[src/rtl/onehot_filter_pkg.sv]
// Shared types and constants for the one-hot decoder post-processor.
// FSM encodings and code/index widths used by onehot_filter and its bench.
package onehot_filter_pkg;

    localparam int unsigned CODE_W = 8;
    localparam int unsigned IDX_W  = 3;

    typedef enum logic {
        SETTLE = 1'b0,
        HOLD   = 1'b1
    } state_e;

    typedef logic [CODE_W-1:0] code_t;
    typedef logic [IDX_W-1:0]  idx_t;

endpackage

[src/rtl/onehot_filter_sync_2ff.sv]
// Parameterised-width two-flop synchroniser with async active-low reset.
// Shared with other labs; keep the interface generic.
module sync_2ff #(
    parameter int unsigned W = 1
) (
    input  logic         clk,
    input  logic         rst_n,
    input  logic [W-1:0] d,
    output logic [W-1:0] q
);

    logic [W-1:0] meta;

    always_ff @(posedge clk or negedge rst_n) begin
        if (!rst_n) begin
            meta <= '0;
            q    <= '0;
        end else begin
            meta <= d;
            q    <= meta;
        end
    end

endmodule

[src/rtl/onehot_filter.sv]
// Deglitches the lab 3-to-8 decoder output, latches the last valid one-hot
// pattern for the LEDs, flags non-one-hot codes and counts pattern changes.
module onehot_filter
    import onehot_filter_pkg::*;
#(
    parameter int unsigned STABLE_CNT = 16,
    parameter int unsigned CNT_W      = 16
) (
    input  logic              sys_clk,
    input  logic              sys_rst_n,
    input  logic [CODE_W-1:0] in_code,
    output logic [CODE_W-1:0] led_out,
    output logic [IDX_W-1:0]  idx,
    output logic              valid,
    output logic              err,
    output logic              change_pulse,
    output logic [CNT_W-1:0]  change_cnt
);

    localparam int unsigned       STAB_W    = (STABLE_CNT > 1) ? $clog2(STABLE_CNT) : 1;
    localparam logic [STAB_W-1:0] STAB_LAST = STAB_W'(STABLE_CNT - 1);

    function automatic logic is_onehot(input code_t c);
        return (c != '0) && ((c & (c - code_t'(1))) == '0);
    endfunction

    // OR-reduction encoder; only meaningful for one-hot inputs.
    function automatic idx_t encode(input code_t c);
        idx_t r;
        r = '0;
        for (int i = 0; i < CODE_W; i++) begin
            if (c[i]) r = r | IDX_W'(i);
        end
        return r;
    endfunction

    code_t             sync_code;
    code_t             cand;
    code_t             cand_nxt;
    logic [STAB_W-1:0] stab_cnt;
    logic [STAB_W-1:0] stab_nxt;
    state_e            state;
    state_e            state_nxt;
    logic              commit_c;
    logic              onehot_c;
    logic              new_pat_c;

    sync_2ff #(
        .W(CODE_W)
    ) u_sync (
        .clk  (sys_clk),
        .rst_n(sys_rst_n),
        .d    (in_code),
        .q    (sync_code)
    );

    always_ff @(posedge sys_clk or negedge sys_rst_n) begin
        if (!sys_rst_n) begin
            state    <= SETTLE;
            cand     <= '0;
            stab_cnt <= '0;
        end else begin
            state    <= state_nxt;
            cand     <= cand_nxt;
            stab_cnt <= stab_nxt;
        end
    end

    // Any change of the synchronised code reloads the candidate and restarts the window.
    always_comb begin
        state_nxt = state;
        cand_nxt  = cand;
        stab_nxt  = stab_cnt;
        commit_c  = 1'b0;
        case (state)
            SETTLE: begin
                if (sync_code != cand) begin
                    cand_nxt = sync_code;
                    stab_nxt = '0;
                end else if (stab_cnt == STAB_LAST) begin
                    commit_c  = 1'b1;
                    state_nxt = HOLD;
                end else begin
                    stab_nxt = stab_cnt + STAB_W'(1);
                end
            end
            HOLD: begin
                if (sync_code != cand) begin
                    cand_nxt  = sync_code;
                    stab_nxt  = '0;
                    state_nxt = SETTLE;
                end
            end
            default: state_nxt = SETTLE;
        endcase
    end

    assign onehot_c  = is_onehot(cand);
    assign new_pat_c = commit_c && onehot_c && (!valid || (cand != led_out));

    // Committed outputs; a recommit of the displayed pattern only clears err.
    always_ff @(posedge sys_clk or negedge sys_rst_n) begin
        if (!sys_rst_n) begin
            led_out      <= '0;
            idx          <= '0;
            valid        <= 1'b0;
            err          <= 1'b0;
            change_pulse <= 1'b0;
            change_cnt   <= '0;
        end else begin
            change_pulse <= new_pat_c;
            if (commit_c) begin
                err <= !onehot_c;
            end
            if (new_pat_c) begin
                led_out    <= cand;
                idx        <= encode(cand);
                valid      <= 1'b1;
                change_cnt <= change_cnt + CNT_W'(1);
            end
        end
    end

endmodule

[config.mk]
export PLATFORM = sky130hd
export DESIGN_NAME = onehot_filter
export DESIGN_NICKNAME = d
export VERILOG_FILES = /design/src/rtl/onehot_filter_pkg.sv /design/src/rtl/onehot_filter_sync_2ff.sv /design/src/rtl/onehot_filter.sv
export SDC_FILE = /design/constraint.sdc
export NUM_CORES = 1
export LEC_CHECK = 0
export BUFFER_PORTS_ARGS = -buffer_cell sky130_fd_sc_hd__buf_4
export CAP_MARGIN = 30
export CORE_UTILIZATION = 55
export CTS_CLUSTER_DIAMETER = 100
export DETAILED_ROUTE_END_ITERATION = 7
export PLACE_DENSITY = 0.89
export SLEW_MARGIN = 10
export SYNTH_ARGS = -nofsm -noshare
export SYNTH_HDL_FRONTEND = slang
export SYNTH_SLANG_ARGS = --single-unit
[constraint.sdc]
create_clock -name sys_clk -period 2.4 [get_ports sys_clk]
set_input_delay 0.48 -clock sys_clk [delete_from_list [all_inputs] [get_ports sys_clk]]
set_output_delay 0.48 -clock sys_clk [all_outputs]
set_load 0.05 [all_outputs]
After elaboration in Yosys (flattened, before gate mapping) --
Index checks and enable logic that the tools add are counted.
Word-level totals: flip-flop bits (word level) 59, input port bits 10, output and inout bits 30
Operators by class: $add $sub $neg 3, equal/unequal tests 5, muxes and demuxes 17, bitwise operators 2, reductions and logical operators 9
Operators by type and width (number):
- $add A16 B1 Y16 const B | 1
- $ne A8 B8 Y1 | 2
- $mux W3 | 4
- $mux W4 | 3
- $and A8 B8 Y8 | 1
- $logic_not A8 Y1 | 1
- $mux W8 | 1
- $pmux W4 S2 | 1
- $reduce_bool A8 Y1 | 1
- $sub A8 B1 Y8 const B | 1
- $mux W1 | 5
- $add A4 B1 Y4 const B | 1
- $eq A4 B4 Y1 const B | 1
- $mux W2 | 2
- $logic_and A1 B1 Y1 | 3
- $ne A3 B3 Y1 const B | 1
- $logic_not A1 Y1 | 2
- $ne A2 B1 Y1 const B | 1
- $pmux W1 S2 | 1
- $reduce_and A2 Y1 | 1
- $logic_or A1 B1 Y1 | 1
- $not A1 Y1 | 1

Depth between registers and ports, before layout --
depth in word-level cells 7, gate-level depth with buffers 8

By module --
From an unflattened synthesis, not the netlist that was laid out.
Second synthesis, totals: cells, all modules 209, area total of the unflattened synthesis 2672.6 um2
By module, submodules not included:
- onehot_filter | instances 1, cells an instance 193, area an instance 2272.2 um2
- sync_2ff | instances 1, cells an instance 16, area an instance 400.4 um2

Worst setup path before layout --
OpenSTA, ideal clock, no wires.
kind reg-to-reg, from register cand[2], to register led_out[0], data arrival time 2.123 ns, data required time 2.275 ns, path slack 0.152 ns, stages on the path, launching flop included 8, path buffers 2, clock period less this slack 2.248 ns, cells stage by stage dfrtp_1 buf_6 nor3_1 a211oi_1 or4_4 a211oi_2 buf_6 mux2_4
Between the ends: word-level cells in the longest chain between the ends 6, elaborated cells between the ends (all ways) 12
RTL lines:
- from (decl) | line onehot_filter.sv:38 | code_t cand;
- from (signal assigned) | line onehot_filter.sv:64 | cand <= cand_nxt;
- $sub A8 B1 Y8 | line onehot_filter.sv:24 | return (c != '0) && ((c & (c - code_t'(1))) == '0);
- $and A8 B8 Y8 | line onehot_filter.sv:24
- $logic_not A8 Y1 | line onehot_filter.sv:24
- $logic_and A1 B1 Y1 | line onehot_filter.sv:24
- $logic_and A1 B1 Y1 | line onehot_filter.sv:99 | assign new_pat_c = commit_c && onehot_c && (!valid || (cand != led_out));
- $logic_and A1 B1 Y1 * | line onehot_filter.sv:99
- to (signal assigned) | line onehot_filter.sv:116 | led_out <= cand;
- to (decl) | line onehot_filter.sv:12 | output logic [CODE_W-1:0] led_out,
Mark *: on every way between the ends. The rest lies on a longest branch, timed or not. A chain may end at the register's enable or synchronous reset.

Worst setup path in the final report --
from register cand[2], to register idx[0]
Between the ends: word-level cells in the longest chain between the ends 6, elaborated cells between the ends (all ways) 12
RTL lines:
- $sub A8 B1 Y8 | line onehot_filter.sv:24
- $and A8 B8 Y8 | line onehot_filter.sv:24
- $logic_not A8 Y1 | line onehot_filter.sv:24
- $logic_and A1 B1 Y1 | line onehot_filter.sv:24
- $logic_and A1 B1 Y1 | line onehot_filter.sv:99
- $logic_and A1 B1 Y1 * | line onehot_filter.sv:99
- to (signal assigned) | line onehot_filter.sv:117 | idx <= encode(cand);
- to (decl) | line onehot_filter.sv:13 | output logic [IDX_W-1:0] idx,
Marks and branches as above.

==> flow_metrics.tcl <==
set metrics [dict create \
    status "complete, no violations" \
    dpl.hpwl_um 3474 \
    postCtsSetupBuffers 0 \
    rows 25 \
    finalSetupViolCount 0 \
    routedWlPerCell_um 15.89 \
    ctsResizeCount 0 \
    dieWidth_um 72.63 \
    core_area_um2 4755 \
    clk_path_buf_depth 2 \
    yosysTopAreaCell "dfrtp_1" \
    gp_congestion 0.8069 \
    r2r-start "cand[2]" \
    finalClockSkew_ps 8.541 \
    pre_cts_slack_ps 80.11 \
    post-route-drc-count 0 \
    hold_buffers 0 \
    grt-ovfl-total 0 \
    ys_seq_elements 59 \
    power.leakage_nw 1.456 \
    grt_pass1_vias 1674 \
    yosysSeqAreaShare_pct 53.81 \
    crit_path_max_fanout 6 \
    synth_area_leaders "dfrtp_1 (54%), xnor2_1 (5.7%), xor2_1 (5.1%)" \
    ios 40 \
    grt_util_all_layers_pct 21.31 \
    h-tree-depth 3 \
    die_area_um2 5275 \
    tritoncts "built" \
    critPathKind "reg2reg" \
    arrival_ps 2520 \
    postRouteAntennaNets 0 \
    max_cap_violations 0 \
    power_density_nw_per_um2 587.7 \
    slew_headroom_pct 52.52 \
    antenna_cells 0 \
    dr.pass1.iters 4 \
    grt_pass1_wl_um 8148 \
    rsz0062_at_grt "true" \
    reg2reg_setup_slack_ps 110 \
    r2r-end "idx[0]" \
    p_seq_share_pct 54.4 \
    worstMarginPinSlew_ps 712.2 \
    layout_common_cells "dfrtp_1 (59), buf_4 (47), xnor2_1 (18)" \
    busiest_layer "met2" \
    total_power_mw 1.905 \
    worst_setup_path_end_kind "flip-flop" \
    hold_viol_final 0 \
    clk_pin_slew_ps 70 \
    wirelength_um 5101 \
    required_ps 2630 \
    layout_commonest_cell "dfrtp_1" \
    synth.top_cell.area_share_pct 53.81 \
    syn_to_final_growth_pct 18.10 \
    pwr-share-comb_pct 4.0 \
    clock_latency_ps 350 \
    synthesis.nets 227 \
    p_int_mw 1.424 \
    ff2ff_path_depth 6 \
    finalNetCount 261 \
    cts.sinks 59 \
    synth-xor-area-share_pct 10.85 \
    synth_top_family_by_area "simple AND/OR/NAND/NOR gates" \
    cts_root_buf "clkbuf_8" \
    drt-initial-drc-count 148 \
    fmax_mhz 436.9 \
    viasPerCell 5.561 \
    syn_inst 215 \
    min_period_over_period_pct 95.37 \
    use_met3_pct 7.873 \
    swShare_pct 25.21 \
    worst_setup_path_start_kind "flip-flop" \
    cts_buffers 9 \
    synthSimpleGateAreaFrac_pct 12.04 \
    final_layout_size_suffix_gt1_share_pct 37.80 \
    start_util_pct 57.71 \
    antenna_found_initial 0 \
    grtUsageMet1_pct 26.06 \
    utilization_pct 68.16 \
    muxShareOfSynthArea_pct 6.703 \
    grt_start_max_net_pins 60 \
    portBuffers 39 \
    yosysWarnings 0 \
    min_period_ps 2289 \
    ir_worst_vdd_uv 463.0 \
    ys_types 38 \
    synth-compound-area-share_pct 9.622 \
    vias 1785 \
    synth_fa_ha_area_share_pct 0.9120 \
    synth_area_um2 2744 \
    hold_class "in2async" \
    drv_slew 0 \
    setup_slack_ps 111.2 \
    syn_avg_cell_area_um2 12.76 \
    die_h_um 72.63 \
    p_clk_share_pct 41.6 \
    power.switching_uw 480.1 \
    grt_use_met2_pct 33.33 \
]
-- through the flow --
stage | cell area, um^2 | setup TNS [ps] | hold WS [ps] | instances
after floorplan | 2744 | 0 | 184.4 | 215
final | 3241 | 0 | 183.8 | 321
after detailed placement | 3038 | 0 | 334.7 | 305
after CTS | 3214 | 0 | 205.3 | 321
after global placement | 3038 | 0 | 332.3 | 305
after global routing | 3241 | -28.15 | 218.1 | 321
-- cell type report --
class / count / area (um^2)
repair buffers: 48 / 364.1
clock inverters: 7 / 52.55
flip-flops and latches: 59 / 1476
clock buffers: 9 / 123.9
inverters: 3 / 11.26
multi-input cells: 128 / 1129
well taps: 67 / 83.83
fillers: 345 / 1514
-- power by group through the flow --
stage               Combinational (mW)  Clock [mW]  Sequential (mW)
floorplan                       0.0612           0             1.04
global placement                0.0735           0             1.05
detailed placement              0.0759           0             1.06
CTS                             0.0768       0.812             1.04
global route                    0.0842       0.855             1.04
finish                          0.0760       0.792             1.04
-- synthesized netlist by cell type --
| cell type | count |
|---|---|
| a2111oi_4 | 1 |
| nor3_1 | 3 |
| mux2i_1 | 3 |
| dfrtp_1 | 59 |
| a211oi_2 | 1 |
| nor4_1 | 1 |
| a2111oi_1 | 4 |
| a2111oi_2 | 9 |
| nor4b_1 | 1 |
| and4_1 | 3 |
| and3_1 | 2 |
| mux2_4 | 8 |
| nand2_1 | 8 |
| nand4_1 | 10 |
| nand4b_1 | 4 |
| nor2_1 | 10 |
| o31ai_1 | 1 |
| clkbuf_1 | 10 |
| xor2_1 | 16 |
| o31a_1 | 1 |
| mux2_2 | 3 |
| xnor2_1 | 18 |
| a2111oi_0 | 1 |
| a21oi_1 | 1 |
| ha_1 | 2 |
| a211oi_1 | 1 |
| a31oi_1 | 1 |
| nor4_4 | 1 |
| and2_1 | 1 |
| buf_2 | 6 |
| clkbuf_2 | 1 |
| buf_1 | 1 |
| buf_6 | 7 |
| o21ai_0 | 1 |
| inv_1 | 3 |
| or4_4 | 1 |
| or2_2 | 2 |
| nand3_1 | 9 |
-- sequential cells by signal (all words and copies together) (netlist names) --
signal and count:
change_pulse 1, valid 1, change_cnt 16, err 1, stab_cnt 4, idx 3
cand 8, state 1, u_sync.meta 8, u_sync.q 8, led_out 8
-- kinds of logic (layout without fill, tap and decap cells) --
kind of cell | Yosys count | after routing
compound gates | 22 | 22
xor+xnor | 34 | 34
fa+ha+maj | 2 | 2
simple gates | 56 | 56
flops | 59 | 59
buf+inv | 28 | 67
mux | 14 | 14
-- routing by layer --
layer	vias to the layer above	share of wire [%]
li1	828	-
met1	896	43
met2	46	50
met3	15	4.3
met4	0	3.2
met5	-	0
-- worst max-delay path, stage by stage, from the launching register on --
cell and delay, ps:
dfrtp_1 480, xnor2_1 220, nand4_1 130, or4_4 540, a211oi_2 270, buf_4 210
mux2_2 330
-- worst max-delay path by stage --
stage	from	cells past startpoint	to	slack, ps
global placement	cand[1]	6	change_cnt[5]	190
finish	cand[2]	6	idx[0]	110
detailed placement	cand[2]	6	change_cnt[5]	80
CTS	cand[2]	6	change_cnt[5]	60
floorplan	cand[2]	7	led_out[0]	150
global route	cand[2]	6	change_cnt[1]	-20
(Power assumes the default switching activity.)
